--- src/rtl/uart_pkg.sv ---
// ---------------------------------------------------------------------------
// uart_pkg
// Shared definitions for the UART receive-side blocks:
//   UART_WIDTH   default byte width delivered by the UART receiver
//   regSel_e     CPU register select encoding (STATUS / DATA)
//   RX_VALID     status bit: at least one byte is waiting in the buffer
//   FULL         status bit: buffer cannot accept another byte
//   statusWord   packs the two status flags into a 32-bit CPU read word
// ---------------------------------------------------------------------------
package uart_pkg;

  localparam int UART_WIDTH = 8;

  typedef enum logic {
    STATUS = 1'b0,
    DATA   = 1'b1
  } regSel_e;

  localparam int RX_VALID = 0;
  localparam int FULL     = 1;

  function automatic logic [31:0] statusWord(input logic isFull, input logic notEmpty);
    logic [31:0] word;
    word           = '0;
    word[FULL]     = isFull;
    word[RX_VALID] = notEmpty;
    return word;
  endfunction

endpackage

--- src/rtl/sync_fifo.sv ---
// ---------------------------------------------------------------------------
// sync_fifo
// Single-clock FIFO with an asynchronously read head entry so the storage
// maps onto distributed RAM. Only the pointers and occupancy are reset; the
// storage array keeps whatever it held and is simply treated as empty.
//
// DEPTH must be a power of two (2..64) so the pointers wrap naturally.
//
// Ports:
//   clock     rising-edge clock
//   reset     synchronous active-high reset of pointers and occupancy
//   pushData  byte to store
//   pushEn    store pushData this edge (ignored while full)
//   popEn     discard the head entry this edge (ignored while empty)
//   headData  oldest stored entry (valid only when !empty)
//   full      occupancy == DEPTH
//   empty     occupancy == 0
//   level     occupancy, 0..DEPTH
// ---------------------------------------------------------------------------
module sync_fifo #(
  parameter int DEPTH = 8,
  parameter int WIDTH = 8
) (
  input  logic                     clock,
  input  logic                     reset,
  input  logic [WIDTH-1:0]         pushData,
  input  logic                     pushEn,
  input  logic                     popEn,
  output logic [WIDTH-1:0]         headData,
  output logic                     full,
  output logic                     empty,
  output logic [$clog2(DEPTH):0]   level
);

  localparam int ADDR_W = $clog2(DEPTH);
  localparam int CNT_W  = ADDR_W + 1;

  logic [WIDTH-1:0]  mem [DEPTH];
  logic [ADDR_W-1:0] wrPtr;
  logic [ADDR_W-1:0] rdPtr;
  logic [CNT_W-1:0]  count;
  logic              pushOk;
  logic              popOk;

  assign full  = (count == CNT_W'(DEPTH));
  assign empty = (count == '0);
  assign level = count;

  // Guard against overflow/underflow here so callers may request freely.
  assign pushOk = pushEn && !full;
  assign popOk  = popEn && !empty;

  // Storage: no reset so the array infers as plain distributed RAM.
  always_ff @(posedge clock) begin
    if (pushOk) begin
      mem[wrPtr] <= pushData;
    end
  end

  assign headData = mem[rdPtr];

  // Pointers wrap modulo DEPTH by plain binary overflow.
  always_ff @(posedge clock) begin
    if (reset) begin
      wrPtr <= '0;
      rdPtr <= '0;
      count <= '0;
    end else begin
      if (pushOk) begin
        wrPtr <= wrPtr + ADDR_W'(1);
      end
      if (popOk) begin
        rdPtr <= rdPtr + ADDR_W'(1);
      end
      case ({pushOk, popOk})
        2'b10:   count <= count + CNT_W'(1);
        2'b01:   count <= count - CNT_W'(1);
        default: count <= count;
      endcase
    end
  end

  countInRange: assert property (@(posedge clock) disable iff (reset)
    count <= CNT_W'(DEPTH));

  notFullAndEmpty: assert property (@(posedge clock) disable iff (reset)
    !(full && empty));

endmodule

--- src/rtl/uart_rx_buffer.sv ---
// ---------------------------------------------------------------------------
// uart_rx_buffer
// Receive buffer between a UART receiver and a CPU load port. Bytes from the
// UART are queued in a sync_fifo; the CPU reads either a status word or the
// oldest byte through a registered one-cycle-latency read port that freezes
// while the CPU pipeline is stalled.
//
// Ports:
//   Clock        rising-edge clock
//   Reset        synchronous active-high reset
//   DataIn       byte from the UART receiver
//   DataInValid  DataIn holds a byte
//   DataInReady  buffer accepts a byte this cycle (registered occupancy only)
//   RdEn         CPU load to the buffer this cycle
//   RdSel        0 = status register, 1 = data register
//   stall        CPU stall; an RdEn during stall is ignored
//   RdData       registered read result, held until the next accepted read
//   Level        current occupancy
//
// Status word: bit 1 = full, bit 0 = byte available. Data read of an empty
// buffer returns zero. WIDTH must not exceed 32.
// ---------------------------------------------------------------------------
module uart_rx_buffer
  import uart_pkg::*;
#(
  parameter int DEPTH = 8,
  parameter int WIDTH = UART_WIDTH
) (
  input  logic                    Clock,
  input  logic                    Reset,
  input  logic [WIDTH-1:0]        DataIn,
  input  logic                    DataInValid,
  output logic                    DataInReady,
  input  logic                    RdEn,
  input  logic                    RdSel,
  input  logic                    stall,
  output logic [31:0]             RdData,
  output logic [$clog2(DEPTH):0]  Level
);

  logic              fifoFull;
  logic              fifoEmpty;
  logic [WIDTH-1:0]  fifoHead;
  logic              pushReq;
  logic              popReq;
  logic              rdVld_p0;
  logic [31:0]       rdDataNext_p0;
  logic [31:0]       rdData_p1;

  // Ready depends only on the occupancy register and Reset, never on
  // DataInValid, so upstream sees no combinational loop through this block.
  assign DataInReady = !fifoFull && !Reset;
  assign pushReq     = DataInValid && DataInReady;

  // ---- p0: CPU request decode against pre-edge FIFO state ----
  assign rdVld_p0 = RdEn && !stall;

  // An empty data read must not pop, so a byte pushed in the same cycle
  // stays in the buffer and the read returns zero.
  assign popReq = rdVld_p0 && (RdSel == DATA) && !fifoEmpty;

  always_comb begin
    rdDataNext_p0 = '0;
    if (RdSel == DATA) begin
      if (!fifoEmpty) begin
        rdDataNext_p0[WIDTH-1:0] = fifoHead;
      end
    end else begin
      rdDataNext_p0 = statusWord(fifoFull, !fifoEmpty);
    end
  end

  sync_fifo #(
    .DEPTH (DEPTH),
    .WIDTH (WIDTH)
  ) uFifo (
    .clock    (Clock),
    .reset    (Reset),
    .pushData (DataIn),
    .pushEn   (pushReq),
    .popEn    (popReq),
    .headData (fifoHead),
    .full     (fifoFull),
    .empty    (fifoEmpty),
    .level    (Level)
  );

  // ---- p1: registered read result, held between accepted reads ----
  always_ff @(posedge Clock) begin
    if (Reset) begin
      rdData_p1 <= '0;
    end else if (rdVld_p0) begin
      rdData_p1 <= rdDataNext_p0;
    end
  end

  assign RdData = rdData_p1;

endmodule

--- config.mk ---
export PLATFORM = sky130hd
export DESIGN_NAME = uart_rx_buffer
export DESIGN_NICKNAME = d
export VERILOG_FILES = /design/src/rtl/uart_pkg.sv /design/src/rtl/sync_fifo.sv /design/src/rtl/uart_rx_buffer.sv
export SDC_FILE = /design/constraint.sdc
export NUM_CORES = 1
export LEC_CHECK = 0
export BUFFER_PORTS_ARGS = -buffer_cell sky130_fd_sc_hd__buf_2
export CAP_MARGIN = 20
export CORE_UTILIZATION = 57
export CTS_CLUSTER_DIAMETER = 30
export CTS_CLUSTER_SIZE = 12
export DETAILED_ROUTE_END_ITERATION = 8
export PLACE_DENSITY = 0.79
export SYNTH_ARGS = -nofsm -noshare
export SYNTH_HDL_FRONTEND = slang
export SYNTH_HIERARCHICAL = 1
export SYNTH_SLANG_ARGS = --single-unit
export TNS_END_PERCENT = 20
--- constraint.sdc ---
create_clock -name Clock -period 3.5 [get_ports Clock]
set_input_delay 0.35 -clock Clock [delete_from_list [all_inputs] [get_ports Clock]]
set_output_delay 0.35 -clock Clock [all_outputs]
set_load 0.02 [all_outputs]
==> impl_metrics.prom <==
# TYPE chip_impl_metric gauge
chip_impl_info{name="synth_top_cell_by_area",value="sky130_fd_sc_hd__edfxtp_1"} 1
chip_impl_metric{name="clock_latency",unit="ns"} 0.34
chip_impl_info{name="crit_path_cell_trace",value="or4b_4 -> inv_1 -> nor2_1 -> and2_1 -> nand2_8 -> ha_1 -> xor2_1 -> ha_1 -> a21oi_1 -> xor2_1 -> or3_1 -> a21oi_1"} 1
chip_impl_metric{name="drt_first_iter_violations",unit=""} 98
chip_impl_metric{name="yosys_register_bits",unit=""} 85
chip_impl_metric{name="num-fill-cells",unit=""} 447
chip_impl_metric{name="dieWidth",unit="um"} 82.2
chip_impl_info{name="yosys_most_used_dff",value="sky130_fd_sc_hd__edfxtp_1"} 1
chip_impl_metric{name="syn-mean-instance-area",unit="sq um"} 16.7
chip_impl_metric{name="async_flop_share",unit="%"} 0
chip_impl_info{name="rsz0062_at_grt",value="false"} 1
chip_impl_metric{name="final-setup-viol-count",unit=""} 0
chip_impl_metric{name="num_vias",unit=""} 1817
chip_impl_metric{name="multi_input_area",unit="sq um"} 1160
chip_impl_metric{name="finalWorstPathRequiredPeriod",unit="ns"} 2.91
chip_impl_metric{name="coreArea",unit="sq um"} 6060
chip_impl_metric{name="cts-htree-levels",unit=""} 3
chip_impl_metric{name="viasPerCell",unit=""} 5.42
chip_impl_info{name="worst_setup_path_start_kind",value="register"} 1
chip_impl_info{name="worst_hold_path_type",value="in -> reg"} 1
chip_impl_info{name="synth_most_common_cell",value="sky130_fd_sc_hd__edfxtp_1"} 1
chip_impl_metric{name="layout_worst_path_cycle_share",unit="%"} 83.1
chip_impl_metric{name="arrival",unit="ns"} 3.19
chip_impl_info{name="crit_type",value="reg -> reg"} 1
chip_impl_info{name="netlist_top_cells_area",value="sky130_fd_sc_hd__edfxtp_1 52%, sky130_fd_sc_hd__dfxtp_1 11%, sky130_fd_sc_hd__mux4_1 5.7%"} 1
chip_impl_metric{name="crit_required",unit="ns"} 3.78
chip_impl_metric{name="fin_worst_hold_slack",unit="ns"} 0.272
chip_impl_metric{name="post-dp-hpwl",unit="mm"} 3.67
chip_impl_metric{name="yosys_warnings",unit=""} 6
chip_impl_metric{name="clock_power_share",unit="%"} 35.6
chip_impl_metric{name="netlist_area",unit="sq um"} 3670
chip_impl_info{name="kind_of_end_point_of_the_critical_path",value="register"} 1
chip_impl_metric{name="gpl.final_weighted_congestion",unit=""} 0.761
chip_impl_metric{name="num_io_pins",unit=""} 51
chip_impl_metric{name="grt_start_max_net_pins",unit=""} 19
chip_impl_metric{name="critical_path.max_fanout",unit=""} 9
chip_impl_metric{name="antenna_left",unit=""} 0
chip_impl_metric{name="synth_enable_flop_cells",unit=""} 64
chip_impl_info{name="worstHoldStart",value="DataIn[5]"} 1
chip_impl_info{name="worst_hold_path.endpoint",value="uFifo/mem[0][5]$_DFFE_PP_"} 1
chip_impl_metric{name="switching_share",unit="%"} 22.4
chip_impl_metric{name="global_route.overflow_total",unit=""} 0
chip_impl_metric{name="post_cts_resize_count",unit=""} 0
chip_impl_metric{name="detail_route.wl_per_cell",unit="um"} 16.9
chip_impl_metric{name="cts_stage_hold_buffer_count",unit=""} 0
chip_impl_metric{name="grt_pass1_wl",unit="mm"} 8.67
chip_impl_metric{name="ys_types",unit=""} 45
chip_impl_info{name="tritoncts",value="done"} 1
chip_impl_metric{name="post-route-drc-count",unit=""} 0
chip_impl_metric{name="crit_path_max_incr_delay",unit="ns"} 0.63
chip_impl_metric{name="hold_viol",unit=""} 0
chip_impl_info{name="worst_r2r_endpoint",value="uFifo/level[2]$_SDFFE_PP0P_"} 1
chip_impl_metric{name="n_antenna_cell",unit=""} 0
chip_impl_metric{name="timing.setup.tns",unit="ns"} 0
chip_impl_info{name="result_of_the_run",value="complete, no violations"} 1
chip_impl_info{name="critical_path.reg2reg.startpoint",value="uFifo/level[1]$_SDFFE_PP0P_"} 1
chip_impl_metric{name="max_slew.worst_pin.slew",unit="ns"} 0.878
chip_impl_metric{name="timing.reg2reg.worst_path_depth",unit=""} 12
chip_impl_metric{name="antenna_found_initial",unit=""} 0
chip_impl_metric{name="initial_standard_cell_utilization_of_the_core",unit="%"} 60.5
chip_impl_metric{name="postCtsSetupBuffers",unit=""} 0
chip_impl_metric{name="fp.dieH",unit="um"} 82.2
chip_impl_metric{name="worst_slew_margin",unit="%"} 41.3
chip_impl_metric{name="max_capacitance_violation_total",unit=""} 0
chip_impl_metric{name="synthCells",unit=""} 220
chip_impl_metric{name="seqCellArea",unit="sq um"} 2340
chip_impl_metric{name="comb_power_share",unit="%"} 5.6
chip_impl_metric{name="p_per_area",unit="nW/um^2"} 472
chip_impl_metric{name="synthToLayoutAreaGrowth",unit="%"} 8.67
chip_impl_metric{name="tritoncts_num_sinks",unit=""} 85
chip_impl_metric{name="finalNonFillerCells",unit=""} 335
chip_impl_metric{name="ir_worst_vdd",unit="mV"} 0.475
chip_impl_metric{name="share_of_cells_above_drive_strength_1",unit="%"} 28.8
chip_impl_info{name="critical_path.slowest_cell",value="sky130_fd_sc_hd__or4b_4"} 1
chip_impl_metric{name="synth_top_area_share",unit="%"} 52.4
chip_impl_metric{name="power",unit="mW"} 1.88
chip_impl_metric{name="holdPathStages",unit=""} 1
chip_impl_info{name="ctsRootBufferMaster",value="sky130_fd_sc_hd__clkbuf_8"} 1
chip_impl_metric{name="clockBufferDepth",unit=""} 2
chip_impl_metric{name="final-max-slew-violation-count",unit=""} 0
chip_impl_info{name="yosys-top-cells-count",value="64 x sky130_fd_sc_hd__edfxtp_1, 24 x sky130_fd_sc_hd__buf_4, 21 x sky130_fd_sc_hd__dfxtp_1, 14 x sky130_fd_sc_hd__nor2_1, 9 x sky130_fd_sc_hd__mux2_2"} 1
chip_impl_metric{name="drt_pre_antenna_iters",unit=""} 4
chip_impl_metric{name="synth.yosys.seq_area_share",unit="%"} 63.9
chip_impl_metric{name="global_route.usage.total",unit="%"} 18.9
chip_impl_metric{name="worst-r2r-setup-slack",unit="ns"} 0.59
chip_impl_metric{name="std_cell_rows",unit=""} 28
chip_impl_metric{name="clock-skew-final",unit="ns"} 0.00788
chip_impl_metric{name="drt_wl_total",unit="mm"} 5.65
chip_impl_metric{name="final_net_count",unit=""} 275
chip_impl_metric{name="pwr-share-seq",unit="%"} 58.8
chip_impl_metric{name="leakagePower",unit="nW"} 1.43
chip_impl_metric{name="number_of_global_route_vias_before_repair",unit=""} 1733
chip_impl_metric{name="maxClockFrequency",unit="MHz"} 344
chip_impl_metric{name="clkSlewWorstSetupHoldPaths",unit="ns"} 0.08
chip_impl_metric{name="place.port_buffers",unit=""} 26
chip_impl_metric{name="post-place-cells",unit=""} 320
chip_impl_metric{name="finish.utilization",unit="%"} 65.7
chip_impl_metric{name="tritoncts_buffers",unit=""} 9
chip_impl_metric{name="design.die.area",unit="sq um"} 6760
chip_impl_metric{name="cell_internal_pwr",unit="mW"} 1.46
chip_impl_metric{name="netSwitchingPower",unit="mW"} 0.420
-- sequential cells by signal, indices dropped and copies added (netlist names), named ones only --
name         flops
uFifo/level      4
uFifo/rdPtr      3
uFifo/wrPtr      3
RdData           8
uFifo/mem       64
-- final cells by class --
| cell class | instances | share of cell area (%) |
|---|---|---|
| Sequential cell | 85 | 58.8 |
| Multi-Input combinational cell | 125 | 29.2 |
| Timing Repair Buffer | 34 | 4.77 |
| Clock buffer | 10 | 3.20 |
| Tap cell | 75 | 2.36 |
| Clock inverter | 5 | 1.54 |
| Inverter | 1 | 0.0942 |
-- through the flow --
stage	setup slack [ns]	cell area, sq um
final	0.590	3980
after global routing	0.398	3980
after floorplan	0.517	3750
after CTS	0.585	3980
after detailed placement	0.593	3790
after global placement	0.699	3790
-- kinds of logic (layout without fill, tap and decap cells) --
kind of cell             count (synthesis)  count (layout)  synth area share (%)
AO/OA/AOI/OAI                           16              16                  3.38
XOR/XNOR                                 7               7                  1.88
adder cells (fa/ha/maj)                  5               5                  1.71
buffers and inverters                   33              50                  6.69
flip-flops                              85              85                  63.9
multiplexers                            27              27                  14.0
other                                    1              24                 0.102
AND/OR/NAND/NOR                         46              46                  8.40
-- cells in the final DEF, fill, tap and decap left out, types with 8 or more instances in the layout --
master / n
sky130_fd_sc_hd__buf_2: 26
sky130_fd_sc_hd__buf_4: 8
sky130_fd_sc_hd__clkbuf_8: 9
sky130_fd_sc_hd__conb_1: 24
sky130_fd_sc_hd__dfxtp_1: 21
sky130_fd_sc_hd__edfxtp_1: 64
sky130_fd_sc_hd__mux2_2: 9
sky130_fd_sc_hd__mux4_1: 8
sky130_fd_sc_hd__mux4_2: 8
sky130_fd_sc_hd__nor2_1: 14
-- metal layers --
layer / share of wire (%) / track usage, % / routed length, um
met5: 0 / 0 / 0
met2: 46 / 29.6 / 2620
met1: 47 / 23.9 / 2680
met3: 4.5 / 6.59 / 254
met4: 1.6 / 8.42 / 92
-- worst max-delay path, delay by kind of cell, from the launching register on --
kind,cells,cell delay (ns)
AO/OA/AOI/OAI,2,0.19
XOR/XNOR,2,0.33
adder cells (fa/ha/maj),2,0.43
buffers and inverters,1,0.10
flip-flops,1,0.39
AND/OR/NAND/NOR,5,1.39
-- how the worst max path moves through the flow --
| stage | startpoint | endpoint | cells after the start |
|---|---|---|---|
| global placement | uFifo/level[1]$_SDFFE_PP0P_ | uFifo/level[2]$_SDFFE_PP0P_ | 12 |
| detailed placement | uFifo/level[1]$_SDFFE_PP0P_ | uFifo/level[2]$_SDFFE_PP0P_ | 12 |
| floorplan | uFifo/level[0]$_SDFFE_PP0P_ | uFifo/level[2]$_SDFFE_PP0P_ | 13 |
| CTS | uFifo/level[1]$_SDFFE_PP0P_ | uFifo/level[2]$_SDFFE_PP0P_ | 12 |
| finish | uFifo/level[1]$_SDFFE_PP0P_ | uFifo/level[2]$_SDFFE_PP0P_ | 12 |
| global route | uFifo/level[1]$_SDFFE_PP0P_ | uFifo/level[2]$_SDFFE_PP0P_ | 12 |
-- power by group through the flow --
| stage | Clock (mW) | Combinational, mW | Sequential, mW |
|---|---|---|---|
| after global placement | 0 | 0.104 | 1.13 |
| after floorplan | 0 | 0.0886 | 1.13 |
| after global routing | 0.722 | 0.118 | 1.11 |
| after detailed placement | 0 | 0.106 | 1.13 |
| after CTS | 0.680 | 0.107 | 1.10 |
| final | 0.668 | 0.106 | 1.10 |
No activity file was read; power rests on OpenSTA's default activity.
